File: src/rtl/pipeline_skid_stage_pkg.sv
// Shared types for the pipeline skid stage: state encoding and occupancy width.
// Optional feature macro used by this slice: PIPE_STAGE_PERF_EN.
package pipe_stage_pkg;

  localparam int unsigned PS_OCC_W = 2;

  typedef enum logic [1:0] {PS_EMPTY, PS_ONE, PS_FULL} pstate_t;

  // Number of beats held for a given state
  function automatic logic [PS_OCC_W-1:0] occ_of(input pstate_t s);
    logic [PS_OCC_W-1:0] occ;
    occ = PS_OCC_W'(0);
    case (s)
      PS_ONE:  occ = PS_OCC_W'(1);
      PS_FULL: occ = PS_OCC_W'(2);
      default: occ = PS_OCC_W'(0);
    endcase
    return occ;
  endfunction

endpackage

File: src/rtl/pipeline_skid_stage_if.sv
// Valid/ready/data handshake bundle; master drives valid+data, slave drives ready.
interface pipeline_skid_stage_if #(
  parameter int unsigned DATA_W = 128
);

  logic              valid;
  logic              ready;
  logic [DATA_W-1:0] data;

  modport master (output valid, output data, input ready);
  modport slave  (input valid, input data, output ready);

endinterface

File: src/rtl/pipeline_skid_stage_sat_counter.sv
// Saturating event counter with synchronous clear; clear wins over increment.
module pipe_sat_counter #(
  parameter int unsigned CNT_W = 32
) (
  input  logic             CLK,
  input  logic             nRST,
  input  logic             clr_i,
  input  logic             inc_i,
  output logic [CNT_W-1:0] cnt_o
);

  logic [CNT_W-1:0] cnt_q;
  logic [CNT_W-1:0] cnt_d;

  // Next count: clear, saturating increment, or hold
  always_comb begin
    cnt_d = cnt_q;
    if (clr_i) begin
      cnt_d = CNT_W'(0);
    end else if (inc_i && (cnt_q != {CNT_W{1'b1}})) begin
      cnt_d = cnt_q + CNT_W'(1);
    end
  end

  // Counter register
  always_ff @(posedge CLK or negedge nRST) begin
    if (!nRST) cnt_q <= CNT_W'(0);
    else       cnt_q <= cnt_d;
  end

  assign cnt_o = cnt_q;

endmodule

File: src/rtl/pipeline_skid_stage.sv
// Pipeline stage register with 2-entry skid buffer, flush and registered up_ready.
// Optional perf counters (stall/bubble) are built when PIPE_STAGE_PERF_EN is defined;
// otherwise the counter outputs are tied to zero and perf_clr_i is ignored.
module pipeline_skid_stage
  import pipe_stage_pkg::*;
#(
  parameter int unsigned       DATA_W    = 128,
  parameter logic [DATA_W-1:0] RESET_VAL = '0,
  parameter int unsigned       CNT_W     = 32
) (
  input  logic                 CLK,
  input  logic                 nRST,
  input  logic                 flush_i,
  pipeline_skid_stage_if.slave  up,
  pipeline_skid_stage_if.master dn,
  output logic [PS_OCC_W-1:0]  occupancy_o,
  input  logic                 perf_clr_i,
  output logic [CNT_W-1:0]     stall_cnt_o,
  output logic [CNT_W-1:0]     bubble_cnt_o
);

  pstate_t           state_q, state_d;
  logic [DATA_W-1:0] main_q, main_d;
  logic [DATA_W-1:0] skid_q, skid_d;
  logic              up_xfer;
  logic              dn_xfer;

  // Handshake outputs decode the state register only; dn.ready never reaches up.ready
  assign dn.valid    = (state_q != PS_EMPTY);
  assign up.ready    = (state_q != PS_FULL);
  assign dn.data     = main_q;
  assign occupancy_o = occ_of(state_q);

  assign up_xfer = up.valid & up.ready;
  assign dn_xfer = dn.valid & dn.ready;

  // Next state and payload movement; flush overrides everything
  always_comb begin
    state_d = state_q;
    main_d  = main_q;
    skid_d  = skid_q;
    if (flush_i) begin
      state_d = PS_EMPTY;
      main_d  = RESET_VAL;
      skid_d  = RESET_VAL;
    end else begin
      case (state_q)
        PS_EMPTY: begin
          if (up_xfer) begin
            state_d = PS_ONE;
            main_d  = up.data;
          end
        end
        PS_ONE: begin
          if (up_xfer && dn_xfer) begin
            main_d = up.data;
          end else if (up_xfer) begin
            state_d = PS_FULL;
            skid_d  = up.data;
          end else if (dn_xfer) begin
            state_d = PS_EMPTY;
            main_d  = RESET_VAL;
          end
        end
        PS_FULL: begin
          if (dn_xfer) begin
            state_d = PS_ONE;
            main_d  = skid_q;
            skid_d  = RESET_VAL;
          end
        end
        default: begin
          state_d = PS_EMPTY;
          main_d  = RESET_VAL;
          skid_d  = RESET_VAL;
        end
      endcase
    end
  end

  // State and payload registers
  always_ff @(posedge CLK or negedge nRST) begin
    if (!nRST) begin
      state_q <= PS_EMPTY;
      main_q  <= RESET_VAL;
      skid_q  <= RESET_VAL;
    end else begin
      state_q <= state_d;
      main_q  <= main_d;
      skid_q  <= skid_d;
    end
  end

`ifdef PIPE_STAGE_PERF_EN
  pipe_sat_counter #(.CNT_W(CNT_W)) u_stall_cnt (
    .CLK   (CLK),
    .nRST  (nRST),
    .clr_i (perf_clr_i),
    .inc_i (dn.valid & ~dn.ready),
    .cnt_o (stall_cnt_o)
  );

  pipe_sat_counter #(.CNT_W(CNT_W)) u_bubble_cnt (
    .CLK   (CLK),
    .nRST  (nRST),
    .clr_i (perf_clr_i),
    .inc_i (~dn.valid),
    .cnt_o (bubble_cnt_o)
  );
`else
  logic unused_perf_clr;
  assign unused_perf_clr = perf_clr_i;
  assign stall_cnt_o     = CNT_W'(0);
  assign bubble_cnt_o    = CNT_W'(0);
`endif

endmodule

File: src/flat_wrapper.sv
// flat-port wrapper written by rule: the top's interface ports become plain ports
module pipeline_skid_stage_flat import pipe_stage_pkg::*;
#(
  parameter int unsigned       DATA_W    = 128,
  parameter logic [DATA_W-1:0] RESET_VAL = '0,
  parameter int unsigned       CNT_W     = 32
)
  (CLK, nRST, flush_i, occupancy_o, perf_clr_i, stall_cnt_o, bubble_cnt_o, up_valid, up_data, up_ready, dn_valid, dn_data, dn_ready);
  pipeline_skid_stage_if #(.DATA_W(DATA_W)) up_i ();
  pipeline_skid_stage_if #(.DATA_W(DATA_W)) dn_i ();
  input  logic CLK;
  input  logic nRST;
  input  logic flush_i;
  output logic [PS_OCC_W-1:0] occupancy_o;
  input  logic perf_clr_i;
  output logic [CNT_W-1:0] stall_cnt_o;
  output logic [CNT_W-1:0] bubble_cnt_o;
  input wire logic [$bits(up_i.valid)-1:0] up_valid;
  input wire logic [$bits(up_i.data)-1:0] up_data;
  output wire logic [$bits(up_i.ready)-1:0] up_ready;
  output wire logic [$bits(dn_i.valid)-1:0] dn_valid;
  output wire logic [$bits(dn_i.data)-1:0] dn_data;
  input wire logic [$bits(dn_i.ready)-1:0] dn_ready;
  assign up_i.valid = up_valid;
  assign up_i.data = up_data;
  assign up_ready = up_i.ready;
  assign dn_valid = dn_i.valid;
  assign dn_data = dn_i.data;
  assign dn_i.ready = dn_ready;
  pipeline_skid_stage #(.DATA_W(DATA_W), .RESET_VAL(RESET_VAL), .CNT_W(CNT_W)) u_core (.CLK(CLK), .nRST(nRST), .flush_i(flush_i), .up(up_i), .dn(dn_i), .occupancy_o(occupancy_o), .perf_clr_i(perf_clr_i), .stall_cnt_o(stall_cnt_o), .bubble_cnt_o(bubble_cnt_o));
endmodule
File: config.mk
export PLATFORM = sky130hd
export DESIGN_NAME = pipeline_skid_stage_flat
export DESIGN_NICKNAME = d
export VERILOG_FILES = /design/src/rtl/pipeline_skid_stage_pkg.sv /design/src/rtl/pipeline_skid_stage_if.sv /design/src/rtl/pipeline_skid_stage_sat_counter.sv /design/src/rtl/pipeline_skid_stage.sv /design/src/flat_wrapper.sv
export SDC_FILE = /design/constraint.sdc
export NUM_CORES = 1
export LEC_CHECK = 0
export CORE_MARGIN = 2
export CORE_UTILIZATION = 38
export CTS_CLUSTER_SIZE = 20
export DETAILED_ROUTE_END_ITERATION = 8
export PLACE_DENSITY = 0.65
export RECOVER_POWER = 50
export SLEW_MARGIN = 20
export SYNTH_ARGS = -nofsm -noshare
export SYNTH_HDL_FRONTEND = slang
export SYNTH_SLANG_ARGS = --single-unit
export TNS_END_PERCENT = 50
File: constraint.sdc
create_clock -name CLK -period 5.12 [get_ports CLK]
set_input_delay 1.28 -clock CLK [delete_from_list [all_inputs] [get_ports CLK]]
set_output_delay 1.28 -clock CLK [all_outputs]
set_load 0.005 [all_outputs]
After elaboration in Yosys (flattened, before gate mapping)
Index checks and enable logic that the tools add are counted.
Storage, ports and cells
  bits in registers: 258
  bits of input ports: 134
  output and inout bits: 196
  word-level logic and storage cells: 40
Operators by class
  mux-type cells: 18
  reduce and logical (&&, ||, !) cells: 6
  equal/unequal tests: 11
  bitwise operators: 2
Operators with widths (number)
  $mux W128: 8
  $pmux W128 S3: 2
  $mux W2: 6
  $reduce_and A4 Y1: 3
  $ne A3 B2 Y1 const B: 3
  $ne A4 B2 Y1 const B: 2
  $pmux W2 S3: 1
  $ne A2 B2 Y1 const B: 2
  $ne A4 B4 Y1 const B: 1
  $pmux W2 S2: 1
  $ne A3 B3 Y1 const B: 1
  $and A1 B1 Y1: 2
  $eq A2 B1 Y1 const B: 1
  $eq A2 B2 Y1 const B: 1
  $logic_not A2 Y1: 1
  $reduce_bool A2 Y1: 1
  $logic_and A1 B1 Y1: 1

Longest topological paths before layout
  depth after elaboration: 7
  depth in mapped cells: 7
  depth with buffers taken out: 4

Worst setup path after synthesis
Ideal clock, no wire load.
  path type: input to register
  start point: input port dn_ready
  end point: register u_core.main_q[64] (netlist: u_core.dn.data[64])
  required time: 5.045 ns
  path slack: 2.567 ns
  arrival time: 2.479 ns
  library setup time: 0.075 ns
  cell stages on the path: 6
  buffers on the path: 3
  path through: buf_2 -> or4b_4 -> o31ai_4 -> buf_12 -> buf_12 -> o2bb2ai_2
Between the ends
  longest elaborated chain between the ends: 5
  elaborated cells between the ends (all ways): 9
  classes of those cells: eq/ne (3); mux (3); bitwise (1); reduce/logical (2)
RTL lines
  from (decl): RTL line flat_wrapper.sv:23  | input wire logic [$bits(dn_i.ready)-1:0] dn_ready;
  $and A1 B1 Y1 *: RTL line pipeline_skid_stage.sv:35  | assign dn_xfer = dn.valid & dn.ready;
  $logic_and A1 B1 Y1: RTL line pipeline_skid_stage.sv:55  | if (up_xfer && dn_xfer) begin
  $mux W128: RTL line pipeline_skid_stage.sv:55
  $pmux W128 S3: RTL line pipeline_skid_stage.sv:47  | case (state_q)
  $mux W128: RTL line pipeline_skid_stage.sv:42  | if (flush_i) begin
  to (signal assigned): RTL line pipeline_skid_stage.sv:89  | main_q <= main_d;
  to (decl): RTL line pipeline_skid_stage.sv:23  | logic [DATA_W-1:0] main_q, main_d;
Every way passes the cells marked *; elsewhere a longest branch is shown, timed or not.
A chain may end at the register's enable or synchronous reset.

Worst setup path after layout
  start point: register u_core.state_q[1]
  end point: output port occupancy_o[1]
Between the ends
  longest elaborated chain between the ends: 2
  elaborated cells between the ends (all ways): 3
  classes of those cells: eq/ne (2); mux (1)
RTL lines
  from (decl): RTL line pipeline_skid_stage.sv:22  | pstate_t state_q, state_d;
  from (signal assigned): RTL line pipeline_skid_stage.sv:88  | state_q <= state_d;
  $eq A2 B2 Y1 / $eq A2 B1 Y1 (equally long branches): RTL line pipeline_skid_stage_pkg.sv:13  | case (s)
  $pmux W2 S2 *: RTL line pipeline_skid_stage_pkg.sv:13
  to (decl): RTL line flat_wrapper.sv:14  | output logic [PS_OCC_W-1:0] occupancy_o;
Marked as above.

==> results_tabular.tex <==
\begin{tabular}{lr}
\hline
Metric & Value \\
\hline
\multicolumn{2}{l}{\textbf{Worst setup path}} \\
\quad Req. time, crit path & 3840 ps \\
\quad Worst-path fanout max & 33 \\
\quad Nature of the critical path endpoint & output pin \\
\quad Reg-to-reg critical path startpoint & u\_core.state\_q[1] \\
\quad WS Path Type & reg2out \\
\quad Critical path launch point & u\_core.state\_q[1] \\
\quad Arrival time of the worst setup path & 2420 ps \\
\quad Launching element type of the critical path & flip-flop \\
\multicolumn{2}{l}{\textbf{STA}} \\
\quad Setup repair after global routing missed its margin & false \\
\quad Setup skew after layout & 6.97 ps \\
\quad Tmin final & 3700 ps \\
\quad Slew at the pin closest to its max-slew limit & 2560 ps \\
\quad Rel. slew slack & -70.9\% \\
\quad Post-route worst setup slack & 1420 ps \\
\quad Pins Over Slew Limit & 95 \\
\quad Total count of hold-check failures in the final report & 0 \\
\quad Setup-failing EPs final & 0 \\
\quad Setup total negative slack & 0 ps \\
\quad Fin crit share & 72.3\% \\
\quad Maximum achievable frequency & 270 MHz \\
\multicolumn{2}{l}{\textbf{Clock tree}} \\
\quad Number of setup buffers added after CTS & 0 \\
\quad TritonCTS clock tree & built \\
\quad Post-cts sizing count & 0 \\
\quad Cts hold-fix bufs & 0 \\
\quad Clock latency at the later pin of the worst-skew pair & 540 ps \\
\quad Sinks on Clock Net & 258 \\
\quad Number of H-tree levels & 1 \\
\quad Master cell of the clock root buffer & sky130\_fd\_sc\_hd\_\_clkbuf\_16 \\
\quad Buffers from clock root to sink, at most & 3 \\
\quad Num CTS Buffers & 29 \\
\quad Clock transition at the registers of the reported paths & 60 ps \\
\multicolumn{2}{l}{\textbf{Detailed routing}} \\
\quad Per-cell via count in the routed design & 5.64 \\
\quad Total length of routed wires & 37000 µm \\
\quad Initial detailed-routing violation count & 762 \\
\quad DRT Pass-1 Iters & 5 \\
\quad Routed WL per cell & 21.0 µm \\
\quad Final ANT Viol Nets & 0 \\
\quad Detailed-route via count & 9942 \\
\quad Number of design rule violations left after detail routing & 0 \\
\multicolumn{2}{l}{\textbf{Place}} \\
\quad Detailed placement HPWL & 20500 µm \\
\quad Total of buffers placed on input and output ports & 264 \\
\quad Final Wtd Congestion & 0.736 \\
\quad Post-placement worst setup slack & 1530 ps \\
\multicolumn{2}{l}{\textbf{GRT}} \\
\quad Global-route met2 utilization & 34.0\% \\
\quad Met1 layer usage reported by global route & 29.6\% \\
\quad Global-route wire length before repair & 58600 µm \\
\quad Largest net degree at the start of global routing & 109 \\
\quad Most used routing layer & met2 \\
\quad Overall overflow remaining after global route & 0 \\
\quad Gr usage total & 21.4\% \\
\quad Vias in the first global route & 10000 \\
\quad Met3 track demand over resource in global routing & 5.30\% \\
\quad Number of antenna violations at the first check in global routing & 1 \\
\multicolumn{2}{l}{\textbf{Synthesis}} \\
\quad Yosys reg bits & 258 \\
\quad Number of flops mapped to enable cells by yosys & 0 \\
\quad Average instance area after synthesis & 11.1 µm² \\
\quad Mapped Cells & 1117 \\
\quad Post-Syn Area & 12400 µm² \\
\quad Post-synthesis cell type count & 29 \\
\quad Asr flop ratio synth & 100\% \\
\quad Top flip-flop cell by instance count after synthesis & sky130\_fd\_sc\_hd\_\_dfrtp\_1 \\
\quad Count of yosys warnings during synthesis & 0 \\
\quad Seq/Total Area, Yosys & 52.1\% \\
\multicolumn{2}{l}{\textbf{Power}} \\
\quad PwrDens & 311 nW/µm² \\
\quad Leakage power & 0.00633 µW \\
\quad VDD IR-drop max & 216 µV \\
\quad Total power after layout & 4890 µW \\
\multicolumn{2}{l}{\textbf{Outcome}} \\
\quad Failing checks & max-capacitance violations, max-slew violations \\
\quad Outcome & finished, violations left \\
\multicolumn{2}{l}{\textbf{Final layout}} \\
\quad Layout cell share with drive strength beyond 1 & 7.80\% \\
\quad Post-layout util & 48.7\% \\
\quad Signed area change from the synthesized netlist to the final layout & 27.0\% \\
\quad Number of nets at the end of the flow & 1433 \\
\multicolumn{2}{l}{\textbf{Floorplanning}} \\
\quad Number of rows in the core area & 66 \\
\quad Die height & 185 µm \\
\quad Count of boundary I/O pins & 330 \\
\quad Horizontal extent of the die & 185 µm \\
\quad Area of the die & 34100 µm² \\
\quad Core box area & 32300 µm² \\
\quad Starting Density & 38.4\% \\
\multicolumn{2}{l}{\textbf{Flow run}} \\
\quad Max-capacitance violation count & 1 \\
\multicolumn{2}{l}{\textbf{Worst hold path}} \\
\quad Hold/Removal Path Class & reg2reg \\
\quad Hold Crit Start & u\_core.dn.data[19] \\
\hline
\end{tabular}
## flip-flops by register name, indices dropped and copies added (netlist names)
register        flops
u_core.skid_q     128
u_core.state_q      2
u_core.dn.data    128
## final timing paths
path	endpoint	slack, ps	cells after the start
max	occupancy_o[1]	1420	3
min	u_core.dn.data[19]	480	1
max reg2reg	u_core.dn.data[120]	2200	6
min reg2reg	u_core.dn.data[19]	480	1
max in group asynchronous	u_core.dn.data[51]	2090	1
min in group asynchronous	u_core.skid_q[31]	1510	1
## routing by layer
| layer | wire length, µm | vias to the layer above |
|---|---|---|
| met5 | 0 | - |
| met4 | 612 | 0 |
| met3 | 2980 | 48 |
| met2 | 17000 | 409 |
| met1 | 16400 | 5040 |
| li1 | - | 4445 |
## critical path, stage by stage (launching register included)
cell	delay, ps
sky130_fd_sc_hd__dfrtp_1	670
sky130_fd_sc_hd__nand2b_1	190
sky130_fd_sc_hd__inv_4	370
sky130_fd_sc_hd__clkdlybuf4s50_1	650
## synth_stat cells, types with 2 or more instances
| master | n | area [µm²] |
|---|---|---|
| sky130_fd_sc_hd__dfrtp_1 | 258 | 6460 |
| sky130_fd_sc_hd__buf_6 | 4 | 45.0 |
| sky130_fd_sc_hd__o2bb2ai_1 | 96 | 841 |
| sky130_fd_sc_hd__nand2b_1 | 2 | 12.5 |
| sky130_fd_sc_hd__buf_2 | 28 | 140 |
| sky130_fd_sc_hd__o21a_1 | 2 | 15.0 |
| sky130_fd_sc_hd__o2bb2ai_2 | 32 | 480 |
| sky130_fd_sc_hd__o31ai_1 | 128 | 961 |
| sky130_fd_sc_hd__nor2_1 | 4 | 15.0 |
| sky130_fd_sc_hd__inv_1 | 130 | 488 |
| sky130_fd_sc_hd__buf_1 | 7 | 26.3 |
| sky130_fd_sc_hd__buf_4 | 68 | 510 |
| sky130_fd_sc_hd__clkbuf_1 | 76 | 285 |
| sky130_fd_sc_hd__a32oi_1 | 129 | 1130 |
| sky130_fd_sc_hd__nand3_1 | 128 | 641 |
| sky130_fd_sc_hd__buf_12 | 11 | 220 |
| sky130_fd_sc_hd__a21oi_1 | 2 | 10.0 |
## cell type report
cell class / count / area, µm²
Fill cell: 2889 / 16600
Clock inverter: 5 / 28.8
Inverter: 131 / 499
Multi-Input combinational cell: 597 / 4490
Tap cell: 442 / 553
Timing Repair Buffer: 282 / 2860
Clock buffer: 47 / 843
Antenna cell: 1 / 2.50
Sequential cell: 258 / 6460
## power breakdown
group	internal [µW]	switching [µW]	leakage (µW)
registers	2140	65.3	0.00353
clock network	1120	824	0.000428
logic	337	403	0.00238
## logic make-up after synthesis
family / after synthesis / synth area share (%)
and+or+nand+nor: 140 / 5.78
DFF: 258 / 52.1
other: 1 / 0.0303
buffers and inverters: 325 / 13.9
muxes: 2 / 0.172
AOI/OAI and AO/OA: 391 / 28.0
## placed cells by master, fill, tap and decap left out, types with 2 or more instances in the layout
cell                              count
sky130_fd_sc_hd__clkdlybuf4s50_1    196
sky130_fd_sc_hd__dfrtp_1            258
sky130_fd_sc_hd__nand3_1            128
sky130_fd_sc_hd__clkbuf_16           29
sky130_fd_sc_hd__a32oi_1            128
sky130_fd_sc_hd__nand2b_1             2
sky130_fd_sc_hd__o2bb2ai_1           96
sky130_fd_sc_hd__buf_4               12
sky130_fd_sc_hd__dlygate4sd3_1       66
sky130_fd_sc_hd__o31ai_1            128
sky130_fd_sc_hd__nor2_1               3
sky130_fd_sc_hd__clkbuf_1            13
sky130_fd_sc_hd__inv_1              129
sky130_fd_sc_hd__clkbuf_8             5
sky130_fd_sc_hd__o2bb2ai_2           32
sky130_fd_sc_hd__conb_1              64
sky130_fd_sc_hd__buf_12               7
sky130_fd_sc_hd__o21a_1               2
sky130_fd_sc_hd__clkinv_2             4
## per-stage QoR
stage               std cells  hold WS [ps]  area [µm²]
finish                   1763           479       15700
global route             1763           494       15700
CTS                      1762           492       15700
detailed placement       1710           473       14900
global placement         1710           469       14900
floorplan                1180           479       12600
Power figures use the tool's default switching activity.
